### src/rtl/pll_seq_pkg.sv
// Shared state encoding and default 27 MHz timing constants for the PLL
// lock sequencer.
`timescale 1ns/1ps
package pll_seq_pkg;

    localparam int STATE_W = 3;

    typedef enum logic [STATE_W-1:0] {
        PLL_RST   = 3'd0,
        WAIT_LOCK = 3'd1,
        STABLE    = 3'd2,
        RUN       = 3'd3,
        FAIL      = 3'd4
    } seq_state_t;

    localparam int DEF_RST_CYCLES    = 27;
    localparam int DEF_LOCK_TIMEOUT  = 27000;
    localparam int DEF_STABLE_CYCLES = 270;
    localparam int DEF_MAX_RETRY     = 7;
    localparam int DEF_SYNC_STAGES   = 2;

    localparam logic [3:0] RETRY_SAT = 4'd15;

    function automatic int max3(input int a, input int b, input int c);
        int m;
        m = (a > b) ? a : b;
        return (m > c) ? m : c;
    endfunction

endpackage

### src/rtl/sync_bit.sv
// Single-bit multi-flop synchronizer with asynchronous active-low clear;
// used for the PLL lock input and for reset deassertion.
`timescale 1ns/1ps
module sync_bit #(
    parameter int STAGES = 2
) (
    input  logic clk,
    input  logic rst_n,
    input  logic d,
    output logic q
);

    logic [STAGES-1:0] sync_q;
    logic [STAGES-1:0] sync_d;

    always_comb begin
        sync_d = {sync_q[STAGES-2:0], d};
    end

    always_ff @(posedge clk or negedge rst_n) begin
        if (!rst_n) begin
            sync_q <= '0;
        end else begin
            sync_q <= sync_d;
        end
    end

    assign q = sync_q[STAGES-1];

endmodule

### src/rtl/pll_lock_sequencer.sv
// Brings up the system PLL: pulses its reset, qualifies lock over a stability
// window, then releases the downstream reset; retries on timeout, resequences on loss.
`timescale 1ns/1ps
module pll_lock_sequencer
    import pll_seq_pkg::*;
#(
    parameter int RST_CYCLES    = DEF_RST_CYCLES,
    parameter int LOCK_TIMEOUT  = DEF_LOCK_TIMEOUT,
    parameter int STABLE_CYCLES = DEF_STABLE_CYCLES,
    parameter int MAX_RETRY     = DEF_MAX_RETRY,
    parameter int SYNC_STAGES   = DEF_SYNC_STAGES
) (
    input  logic       clk,
    input  logic       reset_n,
    input  logic       pll_lock,
    input  logic       force_relock,
    output logic       pll_reset,
    output logic       sys_rst_n,
    output logic       ready,
    output logic       fail,
    output logic [3:0] retry_cnt,
    output logic [2:0] state
);

    localparam int MAX_CNT = max3(RST_CYCLES, LOCK_TIMEOUT, STABLE_CYCLES);
    localparam int CNT_W   = (MAX_CNT > 1) ? $clog2(MAX_CNT) : 1;

    logic lock_s;
    logic rst_sync_n;

    sync_bit #(.STAGES(SYNC_STAGES)) u_lock_sync (
        .clk   (clk),
        .rst_n (reset_n),
        .d     (pll_lock),
        .q     (lock_s)
    );

    sync_bit #(.STAGES(2)) u_rst_sync (
        .clk   (clk),
        .rst_n (reset_n),
        .d     (1'b1),
        .q     (rst_sync_n)
    );

    seq_state_t       state_q, state_d;
    logic [CNT_W-1:0] cnt_q, cnt_d;
    logic [3:0]       retry_q, retry_d, retry_inc;
    logic             pll_reset_q, pll_reset_d;
    logic             sys_rst_n_q, sys_rst_n_d;
    logic             ready_q, ready_d;
    logic             fail_q, fail_d;

    // One shared counter serves the reset pulse, the lock timeout and the
    // stability window; it is cleared on every state change.
    always_comb begin
        state_d   = state_q;
        cnt_d     = cnt_q;
        retry_d   = retry_q;
        retry_inc = (retry_q == RETRY_SAT) ? retry_q : retry_q + 4'd1;

        if (rst_sync_n) begin
            if (force_relock && (state_q != PLL_RST)) begin
                state_d = PLL_RST;
                cnt_d   = '0;
                retry_d = '0;
            end else begin
                case (state_q)
                    PLL_RST: begin
                        if (cnt_q == CNT_W'(RST_CYCLES - 1)) begin
                            state_d = WAIT_LOCK;
                            cnt_d   = '0;
                        end else begin
                            cnt_d = cnt_q + 1'b1;
                        end
                    end
                    WAIT_LOCK: begin
                        if (lock_s) begin
                            state_d = STABLE;
                            cnt_d   = '0;
                        end else if (cnt_q == CNT_W'(LOCK_TIMEOUT - 1)) begin
                            cnt_d   = '0;
                            retry_d = retry_inc;
                            if ((MAX_RETRY != 0) && (int'(retry_inc) == MAX_RETRY)) begin
                                state_d = FAIL;
                            end else begin
                                state_d = PLL_RST;
                            end
                        end else begin
                            cnt_d = cnt_q + 1'b1;
                        end
                    end
                    STABLE: begin
                        if (!lock_s) begin
                            state_d = WAIT_LOCK;
                            cnt_d   = '0;
                        end else if (cnt_q == CNT_W'(STABLE_CYCLES - 1)) begin
                            state_d = RUN;
                            cnt_d   = '0;
                            retry_d = '0;
                        end else begin
                            cnt_d = cnt_q + 1'b1;
                        end
                    end
                    RUN: begin
                        if (!lock_s) begin
                            state_d = PLL_RST;
                            cnt_d   = '0;
                        end
                    end
                    FAIL: begin
                        state_d = FAIL;
                    end
                    default: begin
                        state_d = PLL_RST;
                        cnt_d   = '0;
                    end
                endcase
            end
        end

        pll_reset_d = (state_d == PLL_RST);
        sys_rst_n_d = (state_d == RUN);
        ready_d     = (state_d == RUN);
        fail_d      = (state_d == FAIL);
    end

    always_ff @(posedge clk or negedge reset_n) begin
        if (!reset_n) begin
            state_q     <= PLL_RST;
            cnt_q       <= '0;
            retry_q     <= '0;
            pll_reset_q <= 1'b1;
            sys_rst_n_q <= 1'b0;
            ready_q     <= 1'b0;
            fail_q      <= 1'b0;
        end else begin
            state_q     <= state_d;
            cnt_q       <= cnt_d;
            retry_q     <= retry_d;
            pll_reset_q <= pll_reset_d;
            sys_rst_n_q <= sys_rst_n_d;
            ready_q     <= ready_d;
            fail_q      <= fail_d;
        end
    end

    assign pll_reset = pll_reset_q;
    assign sys_rst_n = sys_rst_n_q;
    assign ready     = ready_q;
    assign fail      = fail_q;
    assign retry_cnt = retry_q;
    assign state     = state_q;

endmodule
### config.mk
export PLATFORM = sky130hd
export DESIGN_NAME = pll_lock_sequencer
export DESIGN_NICKNAME = d
export VERILOG_FILES = /design/src/rtl/pll_seq_pkg.sv /design/src/rtl/sync_bit.sv /design/src/rtl/pll_lock_sequencer.sv
export SDC_FILE = /design/constraint.sdc
export NUM_CORES = 1
export LEC_CHECK = 0
export BUFFER_PORTS_ARGS = -buffer_cell sky130_fd_sc_hd__buf_4
export CAP_MARGIN = 15
export CORE_ASPECT_RATIO = 0.5
export CORE_MARGIN = 8
export CORE_UTILIZATION = 50
export CTS_CLUSTER_SIZE = 28
export DETAILED_ROUTE_END_ITERATION = 8
export GPL_TIMING_DRIVEN = 1
export HOLD_SLACK_MARGIN = 0.02
export PLACE_DENSITY = 0.79
export REMOVE_ABC_BUFFERS = 1
export SYNTH_ARGS = -nofsm -noshare
export SYNTH_HDL_FRONTEND = slang
export SYNTH_SLANG_ARGS = --single-unit
### constraint.sdc
create_clock -name clk -period 2.7 [get_ports clk]
set_input_delay 0.27 -clock clk [delete_from_list [all_inputs] [get_ports clk]]
set_output_delay 0.27 -clock clk [all_outputs]
set_load 0.1 [all_outputs]
==> qor.csv <==
metric,value,unit
clk_latency,280,ps
dp_hpwl,2741,um
endpoint_kind,register,
first_pass_iters,4,
rows,15,
initial_utilization,51.90,%
rsz0062_at_grt,no,
nets,217,
grt_pass1_wl,6906,um
timing.slew.headroom,66.14,%
routabilityCongestion,0.8635,
tns,0,ps
antenna_found_initial,0,
io_buffer_count,14,
cts_resized,0,
p_per_area,709.5,nW/um^2
tightest_slew,500.9,ps
met2_usage,24.76,%
drive_gt1_share,20.95,%
vias,1542,
overflow,0,
leakagePower,0.8162,nW
drt_iter0_drc,129,
antenna_cells,0,
htree_levels,2,
hold_viol,0,
worstSetupPathType,reg -> reg,
crit_required,2850,ps
clockBufferDepth,2,
finClkSkew,11.68,ps
cap_violations,0,
cts_made_buffers,5,
seq_area_frac_synth,41.00,%
coreArea,3416,um^2
final_common_cell,dfrtp_1,
area_growth_syn_to_layout,11.36,%
synth_warnings,0,
ios,15,
crit_path_max_fanout,8,
cts_sinks,29,
groute.layer.met1.usage,16.94,%
period_needed,2466,ps
avgSynthCellArea,9.139,um^2
syn-cell-area,1773,um^2
final_cell_mix,"dfrtp_1, nand2_1, nand3_1, buf_4",
ant_nets,0,
route.detailed.drc,0,
synth-seq-cells,29,
peakVddDrop,0.2853,mV
grt_max_degree,30,
grt_pass1_vias,1582,
status,completed,
yosysTopAreaCellShare,39.52,%
synth-main-ff-cell,dfrtp_1,
fin_crit_sh,91.34,%
setup_violations,0,
vias_per_cell,5.908,
clk_pin_slew_worst_paths,70,ps
layout.cells.non_filler,261,
grt_use_met3,4.177,%
tritoncts,done,
postRouteWirelength,3922,um
nFillCells,302,
power,1.401,mW
max_freq,405.5,MHz
synthArstFlopShare,100.0,%
ys_top_cells_by_area,"dfrtp_1, nand3_1, nand2_1, o311ai_0, a21oi_1",
synthDistinctLibCells,49,
root_buffer,clkbuf_8,
top_usage_layer,met2,
startpoint_type,register,
worstHoldPathType,in -> reg,
die_w,100.2,um
dp_cells,252,
fin_hold_ws,94.32,ps
synth_edf_count,0,
arrival,2620,ps
die_h,58.11,um
gr-usage-all-layers,14.54,%
syn_inst,194,
wl_per_cell,15.03,um
yosys.area.top_type,dfrtp_1,
final_max_slew_viol_count,0,
die-area,5823,um^2
state kept, by name (all words and copies together) (netlist names):
register and cells:
cnt_q 15, retry_cnt 4, state 3, u_lock_sync.sync_q 2, u_rst_sync.sync_q 2, fail 1, pll_reset 1, ready 1
per-layer routing:
layer | up-vias | part of all wire, % | wire [um]
met5 | - | 0 | 0
met2 | 59 | 48 | 1872
met1 | 730 | 44 | 1727
met3 | 9 | 6.9 | 271
met4 | 0 | 1.3 | 52
li1 | 744 | - | -
per-stage QoR:
stage               setup WS, ps  cell area, um^2  utilization [%]
floorplan                  190.6             1694                -
global placement           356.6             1878            54.98
detailed placement         273.7             1878            54.98
CTS                        260.2             1974            57.80
global route               88.54             1974            57.80
finish                     233.7             1974            57.80
layout make-up:
class / count / area, um^2 / area share, %
repair buffers: 17 / 130.1 / 6.591
well taps: 51 / 63.81 / 3.232
flip-flops and latches: 29 / 726.9 / 36.82
multi-input cells: 145 / 925.9 / 46.89
clock buffers: 5 / 68.82 / 3.485
clock inverters: 3 / 17.52 / 0.8872
inverters: 11 / 41.29 / 2.091
timing repair:
item | 4_1_cts | 5_1_grt
setup endpoints to repair | 0 | 0
hold buffers | 1 | 0
endpoints found under the hold margin | 28 | 0
buffers inserted | 0 | 0
synthesized netlist by cell type, drive strengths merged, types with 2 or more instances:
library cell	number
o21ai	12
a21oi	11
or3	5
nor4b	2
ha	4
buf	8
nor2	11
nand3	16
a21o	3
or4	2
o31ai	2
or2	3
nor2b	3
nor3	7
and4b	2
nor4	5
nor3b	2
nand2	19
o311ai	8
and2	5
nand4	7
dfrtp	28
a31oi	2
inv	11
critical path, stage by stage (launching register included):
cell     delay [ps]
dfrtp_1         440
or4_4           560
nor4_4          360
nor2b_2         120
o31ai_4         450
buf_4           220
or3_2           110
o21ai_0          70
report_power, final:
part           total [mW]  switching [mW]  internal (mW)
clock               0.348           0.170          0.177
sequential          0.577          0.0863          0.490
combinational       0.476           0.343          0.133
total                1.40           0.600          0.801
cells by family after synthesis:
family	after synthesis	share of synthesized area (%)
buffers and inverters	20	6.775
other	1	0.2115
AO/OA/AOI/OAI	43	16.65
XOR/XNOR	1	0.4941
multiplexers	1	0.5646
flip-flops	29	41.00
adder cells (fa/ha/maj)	4	2.823
AND/OR/NAND/NOR	95	31.48
final timing paths:
path	from	endpoint	slack [ps]	cells past startpoint
min in group asynchronous	reset_n	cnt_q[1]	450	2
hold reg to reg	u_rst_sync.sync_q[0]	u_rst_sync.sync_q[1]	360	0
setup / recovery	cnt_q[7]	cnt_q[14]	230	7
hold / removal	pll_lock	u_lock_sync.sync_q[0]	90	1
max in group asynchronous	reset_n	pll_reset	1920	2
setup reg to reg	cnt_q[7]	cnt_q[14]	230	7
Power figures use the tool's default switching activity.
